$ cat config.mk
export PLATFORM = sky130hd
export DESIGN_NAME = seq_serializer
export DESIGN_NICKNAME = d
export VERILOG_FILES = /design/src/rtl/seq_serializer.sv
export SDC_FILE = /design/constraint.sdc
export NUM_CORES = 1
export LEC_CHECK = 0
export CORE_MARGIN = 4
export CORE_UTILIZATION = 30
export CTS_CLUSTER_SIZE = 28
export DETAILED_ROUTE_END_ITERATION = 8
export PLACE_DENSITY = 0.55
export SLEW_MARGIN = 20
export SYNTH_ARGS = -nofsm -noshare
export SYNTH_HDL_FRONTEND = slang
export SYNTH_SLANG_ARGS = --single-unit
$ cat constraint.sdc
create_clock -name clk -period 2.6 [get_ports clk]
set_input_delay 0.26 -clock clk [delete_from_list [all_inputs] [get_ports clk]]
set_output_delay 0.26 -clock clk [all_outputs]
set_load 0.1 [all_outputs]
$ cat src/rtl/seq_serializer.sv
// seq_serializer: parallel-to-serial converter with one-word holding register and zero-gap streaming
module seq_serializer #(
  parameter int   WIDTH     = 8,
  parameter int   MSB_FIRST = 1,
  parameter logic IDLE_BIT  = 1'b0
) (
  input  logic             clk,
  input  logic             rst_n,
  input  logic [WIDTH-1:0] in_data,
  input  logic             in_valid,
  output logic             in_ready,
  input  logic             shift_en,
  output logic             dout,
  output logic             dout_valid,
  output logic             dout_last,
  output logic             busy
);
  localparam int CW = $clog2(WIDTH);
  localparam logic [CW-1:0] LAST = CW'(WIDTH - 1);
  typedef enum logic {IDLE, SHIFT} state_t;
  state_t           state, state_n;
  logic [WIDTH-1:0] hr, sr, sr_n;
  logic [CW-1:0]    cnt, cnt_n, idx;
  logic             hr_full, hr_full_n, acc, xfer, at_last;
  logic             dout_n, dout_valid_n, dout_last_n, busy_n;
  assign in_ready = rst_n && !hr_full;
  assign acc      = in_valid && in_ready;
  assign at_last  = cnt == LAST;
  always_ff @(posedge clk) begin
    if (!rst_n) begin
      state      <= IDLE;
      hr_full    <= 1'b0;
      hr         <= '0;
      sr         <= '0;
      cnt        <= '0;
      dout       <= IDLE_BIT;
      dout_valid <= 1'b0;
      dout_last  <= 1'b0;
      busy       <= 1'b0;
    end else begin
      state      <= state_n;
      hr_full    <= hr_full_n;
      sr         <= sr_n;
      cnt        <= cnt_n;
      dout       <= dout_n;
      dout_valid <= dout_valid_n;
      dout_last  <= dout_last_n;
      busy       <= busy_n;
      if (acc) hr <= in_data;
    end
  end
  always_comb begin
    xfer      = shift_en && hr_full && (state == IDLE || at_last);
    state_n   = xfer ? SHIFT : (shift_en && state == SHIFT && at_last) ? IDLE : state;
    cnt_n     = xfer ? '0 : (!shift_en || state == IDLE) ? cnt : at_last ? '0 : cnt + CW'(1);
    sr_n      = xfer ? hr : sr;
    hr_full_n = acc ? 1'b1 : xfer ? 1'b0 : hr_full;
  end
  // Outputs are computed from next-state values so they register in step with the state.
  always_comb begin
    idx          = (MSB_FIRST != 0) ? LAST - cnt_n : cnt_n;
    dout_valid_n = state_n == SHIFT;
    dout_n       = dout_valid_n ? sr_n[idx] : IDLE_BIT;
    dout_last_n  = dout_valid_n && cnt_n == LAST;
    busy_n       = dout_valid_n || hr_full_n;
  end
endmodule

Word-level counts from Yosys, hierarchy flattened --
Index checks and enable logic that the tools add are counted.
Word-level totals: flip-flop bits (word level) 24, latch bits 0, RAM bits 0, ROM bits 0, input bits 12, output and inout port bits 5, word-level logic and storage cells 37, memories 0
Cells by class: add/sub/neg operators 2, multiply operators 0, div/mod/pow operators 0, magnitude comparators 1, eq/ne operators 2, shift operators 0, muxes and demuxes 10, bitwise operators 1, reduce and logical (&&, ||, !) cells 13
Operators by type and width (number):
- $mux W3 | 3
- $mux W8 | 1
- $logic_and A1 B1 Y1 | 7
- $eq A3 B3 Y1 const B | 2
- $mux W1 | 5
- $lt A3 B4 Y1 const B | 1
- $add A3 B1 Y3 const B | 1
- $bmux W1 S3 | 1
- $logic_or A1 B1 Y1 | 3
- $sub A3 B3 Y3 const A | 1
- $logic_not A1 Y1 | 2
- $reduce_and A2 Y1 | 1
- $not A1 Y1 | 1

Longest topological paths before layout --
Gate-level depths: netlist of the first run.
word-level depth 7, gate-level depth with buffers 7

Worst setup path after synthesis of the first run --
OpenSTA, ideal clock, no wires.
path kind reg-to-reg, start register state, end register dout, arrival time 2.119 ns, required time 2.523 ns, setup slack 0.404 ns, cell stages (with the launch flop) 6, buffers on the path 0, cell sequence dfxtp_1 -> o21ai_2 -> a22o_4 -> and3_4 -> a2111o_1 -> a41oi_2
Between the ends: longest elaborated chain between the ends 7, elaborated cells between the ends (all ways) 15, classes of those cells 1 x add/sub; 7 x mux; 1 x bitwise; 6 x reduce/logical
Ends and longest elaborated chain:
- from (decl) | line 21 | state_t state, state_n;
- from (signal assigned) | line 41 | state <= state_n;
- $not A1 Y1 | line 53, 55
- $logic_or A1 B1 Y1 (on tied branches) | line 55, 53
- $mux W3 or $logic_and A1 B1 Y1 (tied branches) | line 55, 53
- $mux W3 | line 55 | cnt_n = xfer ? '0 : (!shift_en || state == IDLE) ? cnt : at_last ? '0 : cnt + CW'(1);
- $sub A3 B3 Y3 | line 61 | idx = (MSB_FIRST != 0) ? LAST - cnt_n : cnt_n;
- $bmux W1 S3 | line 63 | dout_n = dout_valid_n ? sr_n[idx] : IDLE_BIT;
- $mux W1 (not written as such) | line 63
- to (signal assigned) | line 45 | dout <= dout_n;
- to (decl) | line 13 | output logic dout,
Several ways; a longest one is shown, not always the timed one. The select of a mux whose other input is x is not followed. A chain may end at the register's enable or synchronous reset.

Worst setup path in the final report of the first run --
start register cnt[0], end register dout
Between the ends: longest elaborated chain between the ends 7, elaborated cells between the ends (all ways) 15, classes of those cells 2 x add/sub; 1 x eq/ne; 8 x mux; 4 x reduce/logical
Ends and longest elaborated chain:
- from (decl) | line 23 | logic [CW-1:0] cnt, cnt_n, idx;
- from (signal assigned) | line 44 | cnt <= cnt_n;
- $add A3 B1 Y3 or $eq A3 B3 Y1 (tied branches) | line 55, 28
- $mux W3 or $logic_or A1 B1 Y1 (tied branches) | line 55, 53
- $mux W3 or $logic_and A1 B1 Y1 (tied branches) | line 55, 53
- $mux W3 | line 55
- $sub A3 B3 Y3 | line 61
- $bmux W1 S3 | line 63
- $mux W1 (not written as such) | line 63
Several ways; a longest one is shown, not always the timed one. The select of a mux whose other input is x is not followed.

==> results of run 1 <==
[layout make-up]
cell class | instances | area (um2)
inverter | 1 | 3.75
clock inverter | 1 | 30.0
sequential | 24 | 480
fill | 379 | 2050
multi-input combinational | 86 | 554
timing repair buffer | 17 | 168
tap | 46 | 57.6
clock buffer | 3 | 22.5
[tightest hold or removal path, delay by kind of cell (launching register included)]
kind	cells	cell delay (ns)
AND/OR/NAND/NOR	1	0.05
flip-flops	1	0.34
AO/OA/AOI/OAI	1	0.06
[stage by stage]
stage | worst slack, ns | area, um2
after floorplan | 0.404 | 1060
after global placement | 0.625 | 1260
after detailed placement | 0.556 | 1260
after CTS | 0.562 | 1320
after global routing | 0.438 | 1320
final | 0.560 | 1320
[report_power, final]
group          total [mW]  internal [mW]  leakage (nW)  switching (mW)
registers           0.394          0.383         0.196          0.0110
clock network       0.265          0.156        0.0279           0.110
logic               0.126         0.0504         0.259          0.0752
total               0.785          0.589         0.483           0.196
[cell usage after synthesis (all sizes together)]
library cell / count
a22o: 1
nand3: 11
a41oi: 1
buf: 1
nand4b: 2
nand4: 1
or2: 1
nand2b: 2
clkbuf: 4
a2111o: 1
a22oi: 1
dfxtp: 24
nor2: 2
o21ai: 10
nor2b: 3
and3: 1
and2b: 3
mux2i: 1
a32oi: 2
inv: 1
nor4: 1
ha: 2
nand2: 20
a21boi: 17
and2: 3
[layer usage]
metal / routed length, um / global-route usage (%)
met1: 1070 / 13.8
met2: 1040 / 19.1
met3: 109 / 2.50
met4: 14 / 3.29
met5: 0 / 0
[state kept, by name, indices dropped and copies added, names as in the netlist]
register and flops:
hr_full 1, hr 8, state 1, dout_last 1
cnt 3, sr 8, dout 1, busy 1
[logic make-up (layout without fill, tap and decap cells)]
| family | count (synthesis) | in the layout | share of synthesized area (%) |
|---|---|---|---|
| AO/OA/AOI/OAI | 33 | 33 | 23.8 |
| adder cells (fa/ha/maj) | 2 | 2 | 2.36 |
| multiplexers | 1 | 1 | 0.946 |
| AND/OR/NAND/NOR | 50 | 50 | 25.3 |
| flip-flops | 24 | 24 | 45.4 |
| buffers and inverters | 6 | 22 | 2.24 |
[final timing paths]
check / from / to / cells after the start
worst max-delay path: cnt[0] / dout / 7
worst min-delay path: hr[1] / hr[1] / 2
worst max register to register: cnt[0] / dout / 7
worst min register to register: hr[1] / hr[1] / 2
[cells in the final DEF (no fill, tap or decap), types with 2 or more instances in the layout]
cell and n:
and2b_2 2, nor2_1 2, dfxtp_1 24, clkdlybuf4s50_1 11, o21ai_0 8, ha_1 2
buf_4 5, clkbuf_4 3, nand3_1 11, nand2_1 19, nand2b_1 2, nand4b_1 2
a21boi_0 17, and2_2 2, nor2b_1 3, a32oi_1 2
==> metrics.md, run 1 <==
| Metric | Value |
|---|---|
| Pwr Density | `596 mW/mm2` |
| Site Rows | `21` |
| Post-CTS sizing | `0` |
| Global-route wire length before repair | `3880 um` |
| Synth Warn # | `0` |
| Share of layout cells above drive strength 1 | `15.2%` |
| Wire per inst | `12.5 um` |
| CTS Root Cell | `clkbuf_4` |
| Post-CTS setup buffers | `0` |
| Crit path largest cell delay | `0.37 ns` |
| Worst setup SP type | `flop` |
| Setup Crit Path Kind | `flop to flop` |
| Outcome | `completed` |
| Core ar. | `0.00336 mm2` |
| Final GP Congestion | `0.766` |
| Leak | `0.483 nW` |
| GRT Util Overall | `11.1%` |
| Largest area contributor in the netlist | `dfxtp_1` |
| Synth top area share | `45.4%` |
| Hold Path Class | `flop to flop` |
| IO Port Bufs | `16` |
| Max_cap viols | `0` |
| Post-Place Cells | `174` |
| Vias per inst | `4.86` |
| Finished Layout Cells | `178` |
| Vias in the first global route | `893` |
| Ant diodes | `0` |
| CTS Buffer Depth | `2` |
| Cell Area, Synth | `0.00106 mm2` |
| Top post-synthesis cells by area | `dfxtp_1 (45%), a21boi_0 (12%), nand2_1 (6.7%)` |
| R2R Setup Slk | `0.56 ns` |
| Post-synth cell types | `30` |
| Layout Nets | `147` |
| Initial Util | `31.5%` |
| Syn_nets | `130` |
| Critical path capture point type | `flop` |
| WP data required | `2.85 ns` |
| DRT antenna net count | `0` |
| H-tree lvl count | `1` |
| Critical-path cell list | `ha_1 -> ha_1 -> and2b_4 -> o21ai_0 -> and3_4 -> a2111o_1 -> a41oi_2` |
| VDD IR-drop max | `0.192 mV` |
| # IOs | `17` |
| Clk_skew | `0.00926 ns` |
| Seq/Total Area, Yosys | `45.4%` |
| DR iter-0 viols | `38` |
| Die Y-Extent | `67.4 um` |
| CP max FO | `9` |
| Flops & latches, synth | `24` |
| Max-slew violations | `0` |
| Total negative slack | `0 ns` |
| Worst Tran Pin Value | `0.541 ns` |
| Final setup vio count | `0` |
| Post-Route Utilization | `39.1%` |
| Pin count of the biggest net entering global routing | `23` |
| Buf/Inv on CP | `0` |
| First-pass DRT Iterations | `4` |
| DPL Wire Length | `1710 um` |
| Slowest cell on the critical path | `dfxtp_1` |
| RSZ-0062 raised after global routing | `no` |
| CTS sink count | `24` |
| Num CTS Buffers | `3` |
| Routed Wire Length | `2230 um` |
| Most frequent CP cell | `ha_1` |
| Worst skew pair latency | `0.31 ns` |
| Tcrit/Tclk final | `78.5%` |
| Area Growth Syn to Fin | `24.3%` |
| Vias | `865` |
| CP Data Arrival Time | `2.29 ns` |
| Slew headroom | `63.9%` |
| Final hold vios | `0` |
| Cells after Synth | `116` |
| Worst-path clk slew | `0.14 ns` |
| Die extent in x | `67.4 um` |
| Hold_buf cts | `0` |
| Total die area | `0.00454 mm2` |
| Cell family with most CP delay | `compound AO/OA/AOI/OAI gates` |
| Fmax | `490 MHz` |
| Final min period | `2.04 ns` |
| Synth Area per Inst | `9.13 um2` |
| Initial antenna violation count | `0` |
| Residual DRC | `0` |
| TritonCTS clock tree | `built` |
| Total Power | `0.785 mW` |
| WHS | `0.482 ns` |
| Grt total ovfl | `0` |
Note: power is estimated with default switching activity, not from simulation.
==> run 2: changes to the inputs <==
PLACE_DENSITY = 0.57   (was 0.55)
clock period = 1.8 ns   (was 2.6 ns; I/O delays follow)
==> run 2 against run 1 <==
Compared with the run above: critical path type unchanged; maximum frequency grew 18%; combinational power grew 67%; non-clock buffer count grew 14; clock skew shrank 0.0079 ns; largest cell class unchanged; core utilization grew 4.1 points; first-iteration DRC count grew 5.3%; flip-flop and latch count is the same.
==> metrics.md, run 2 (same netlist as run 1, synthesis figures left out) <==
| Metric | Value |
|---|---|
| Critical path capture point type | `flop (unchanged)` |
| WP data required | `2.05 ns (was 2.85 ns)` |
| IO Port Bufs | `16 (unchanged)` |
| RSZ-0062 raised after global routing | `no (unchanged)` |
| Max_cap viols | `0 (unchanged)` |
| Initial Util | `31.5% (unchanged)` |
| Clk_skew | `0.00133 ns (was 0.00926 ns)` |
| Outcome | `completed (unchanged)` |
| CP Depth | `7 (unchanged)` |
| WHS | `0.406 ns (was 0.482 ns)` |
| Critical-path cell list | `ha_2 -> ha_4 -> and2b_4 -> nor2_2 -> mux2i_2 -> a2111o_1 -> a41oi_2 (was ha_1 -> ha_1 -> and2b_4 -> o21ai_0 -> and3_4 -> a2111o_1 -> a41oi_2)` |
| Final hold vios | `0 (unchanged)` |
| Final min period | `1.73 ns (was 2.04 ns)` |
| R2r worst-path depth | `7 (unchanged)` |
| Grt total ovfl | `0 (unchanged)` |
| Setup Crit Path Kind | `flop to flop (unchanged)` |
| TritonCTS clock tree | `built (unchanged)` |
| DP Area | `0.00137 mm2 (was 0.00126 mm2)` |
| CP max FO | `5 (was 9)` |
| Slew headroom | `78.6% (was 63.9%)` |
| Pin count of the biggest net entering global routing | `20 (was 23)` |
| Pwr Density | `763 mW/mm2 (was 596 mW/mm2)` |
| Reg2reg start | `cnt[0] (unchanged)` |
| CTS sink count | `24 (unchanged)` |
| GRT Util Overall | `12.0% (was 11.1%)` |
| Worst-path clk slew | `0.13 ns (was 0.14 ns)` |
| Total Power | `1.11 mW (was 0.785 mW)` |
| Total negative slack | `0 ns (unchanged)` |
| Final GP Congestion | `0.751 (was 0.766)` |
| Site Rows | `21 (unchanged)` |
| R2R Setup Slk | `0.07 ns (was 0.56 ns)` |
| Initial antenna violation count | `0 (unchanged)` |
| Finished Layout Cells | `192 (was 178)` |
| Most frequent cells in the layout | `dfxtp_1 (21), nand2_1 (19), buf_4 (19) (was dfxtp_1 (24), nand2_1 (19), a21boi_0 (17))` |
| Post-Place Cells | `187 (was 174)` |
| Vias in the first global route | `943 (was 893)` |
| Final setup vio count | `0 (unchanged)` |
| Layout Nets | `161 (was 147)` |
| Num CTS Buffers | `3 (unchanged)` |
| Total die area | `0.00454 mm2 (unchanged)` |
| Slowest cell on the critical path | `a2111o_1 (was dfxtp_1)` |
| Buf/Inv on CP | `0 (unchanged)` |
| VDD IR-drop max | `0.278 mV (was 0.192 mV)` |
| Tcrit/Tclk final | `96.1% (was 78.5%)` |
| Residual DRC | `0 (unchanged)` |
| Crit path from | `cnt[0] (unchanged)` |
| CTS Buffer Depth | `2 (unchanged)` |
| Worst Tran Pin Value | `0.321 ns (was 0.541 ns)` |
| Vias per inst | `4.74 (was 4.86)` |
| H-tree lvl count | `1 (unchanged)` |
| Area Growth Syn to Fin | `37.4% (was 24.3%)` |
| Crit path largest cell delay | `0.38 ns (was 0.37 ns)` |
| Ant diodes | `0 (unchanged)` |
| # IOs | `17 (unchanged)` |
| Share of layout cells above drive strength 1 | `29.5% (was 15.2%)` |
| Cell family with most CP delay | `compound AO/OA/AOI/OAI gates (unchanged)` |
| First-pass DRT Iterations | `4 (unchanged)` |
| Max-slew violations | `0 (unchanged)` |
| DR iter-0 viols | `40 (was 38)` |
| Vias | `910 (was 865)` |
| Routed Wire Length | `2330 um (was 2230 um)` |
| Hold Path Class | `input pin to flop (was flop to flop)` |
| Core ar. | `0.00336 mm2 (unchanged)` |
| Worst skew pair latency | `0.31 ns (about the same)` |
| DRT antenna net count | `0 (unchanged)` |
| CTS Root Cell | `clkbuf_4 (unchanged)` |
| Commonest non-fill, non-tap cell in the layout | `dfxtp_1 (unchanged)` |
| Worst setup SP type | `flop (unchanged)` |
| Largest regs | `hr: 8 flops, sr: 8 flops, cnt: 3 flops (unchanged)` |
| RR Endpoint | `dout (unchanged)` |
| Fmax | `578 MHz (was 490 MHz)` |
| Die extent in x | `67.4 um (unchanged)` |
| Final instance area | `0.00145 mm2 (was 0.00132 mm2)` |
| Leak | `0.546 nW (was 0.483 nW)` |
| Wire per inst | `12.1 um (was 12.5 um)` |
| DPL Wire Length | `1820 um (was 1710 um)` |
| CP Data Arrival Time | `1.98 ns (was 2.29 ns)` |
| Critical Path Sink | `dout (unchanged)` |
| Global-route wire length before repair | `4150 um (was 3880 um)` |
| Die Y-Extent | `67.4 um (unchanged)` |
| Filler cell count | `372 (was 379)` |
-- run 2: changes by cell type in the layout (fill, tap and decap cells not counted), moves of 2 or more --
cell / previous run / this run
o21ai_1: 1 / 5
dfxtp_1: 24 / 21
nor2_2: 0 / 2
o21ai_0: 8 / 4
ha_1: 2 / 0
nor2_1: 2 / 0
dfxtp_2: 0 / 2
buf_4: 5 / 19
-- run 2: tightest hold or removal path, cell delays in order --
cell	delay, ns
clkdlybuf4s50_1	0.40
nand2_1	0.05
a21boi_0	0.06
-- run 2: power by group --
part	switching [mW]	internal, mW	total (mW)
logic	0.117	0.0926	0.210
registers	0.0138	0.553	0.566
clock network	0.163	0.170	0.333
-- run 2: through the flow --
| stage | worst slack [ns] | utilization [%] |
|---|---|---|
| global placement | -0.0635 | 40.7 |
| global route | 0.00463 | 43.2 |
| floorplan | 0.00198 | - |
| finish | 0.0695 | 43.2 |
| detailed placement | -0.114 | 40.7 |
| CTS | 0.0172 | 42.8 |
-- run 2: worst min path at each step --
stage                           from  endpoint  slack [ns]  cells past startpoint
after detailed placement       hr[6]     hr[6]        0.46                      2
after floorplan           in_data[0]     hr[0]        0.32                      2
after global routing      in_data[7]     hr[7]        0.39                      3
final                     in_data[6]     hr[6]        0.41                      3
after global placement         hr[4]     hr[4]        0.46                      2
after CTS                 in_data[7]     hr[7]        0.40                      3
-- run 2: layer usage --
layer	wire, um	vias up	part of all wire [%]	track usage (%)
met3	95	2	4.1	2.83
met5	0	-	0	0
met2	1080	16	47	19.9
li1	-	471	-	-
met1	1130	421	49	14.9
met4	16	0	0.69	4.56
-- run 2: area by class of cell --
| cell class | instances | area [um2] | area share, % |
|---|---|---|---|
| multi-input combinational | 86 | 586 | 40.3 |
| sequential | 24 | 487 | 33.5 |
| timing repair buffer | 31 | 273 | 18.8 |
| tap | 46 | 57.6 | 3.96 |
| clock buffer | 4 | 47.5 | 3.27 |
| inverter | 1 | 3.75 | 0.258 |
-- run 2: repair_timing --
item	CTS	global route
resized for setup	8	4
hold buffers	0	0
pin swaps	2	1
endpoints found under the setup margin	1	1
setup buffers	0	1
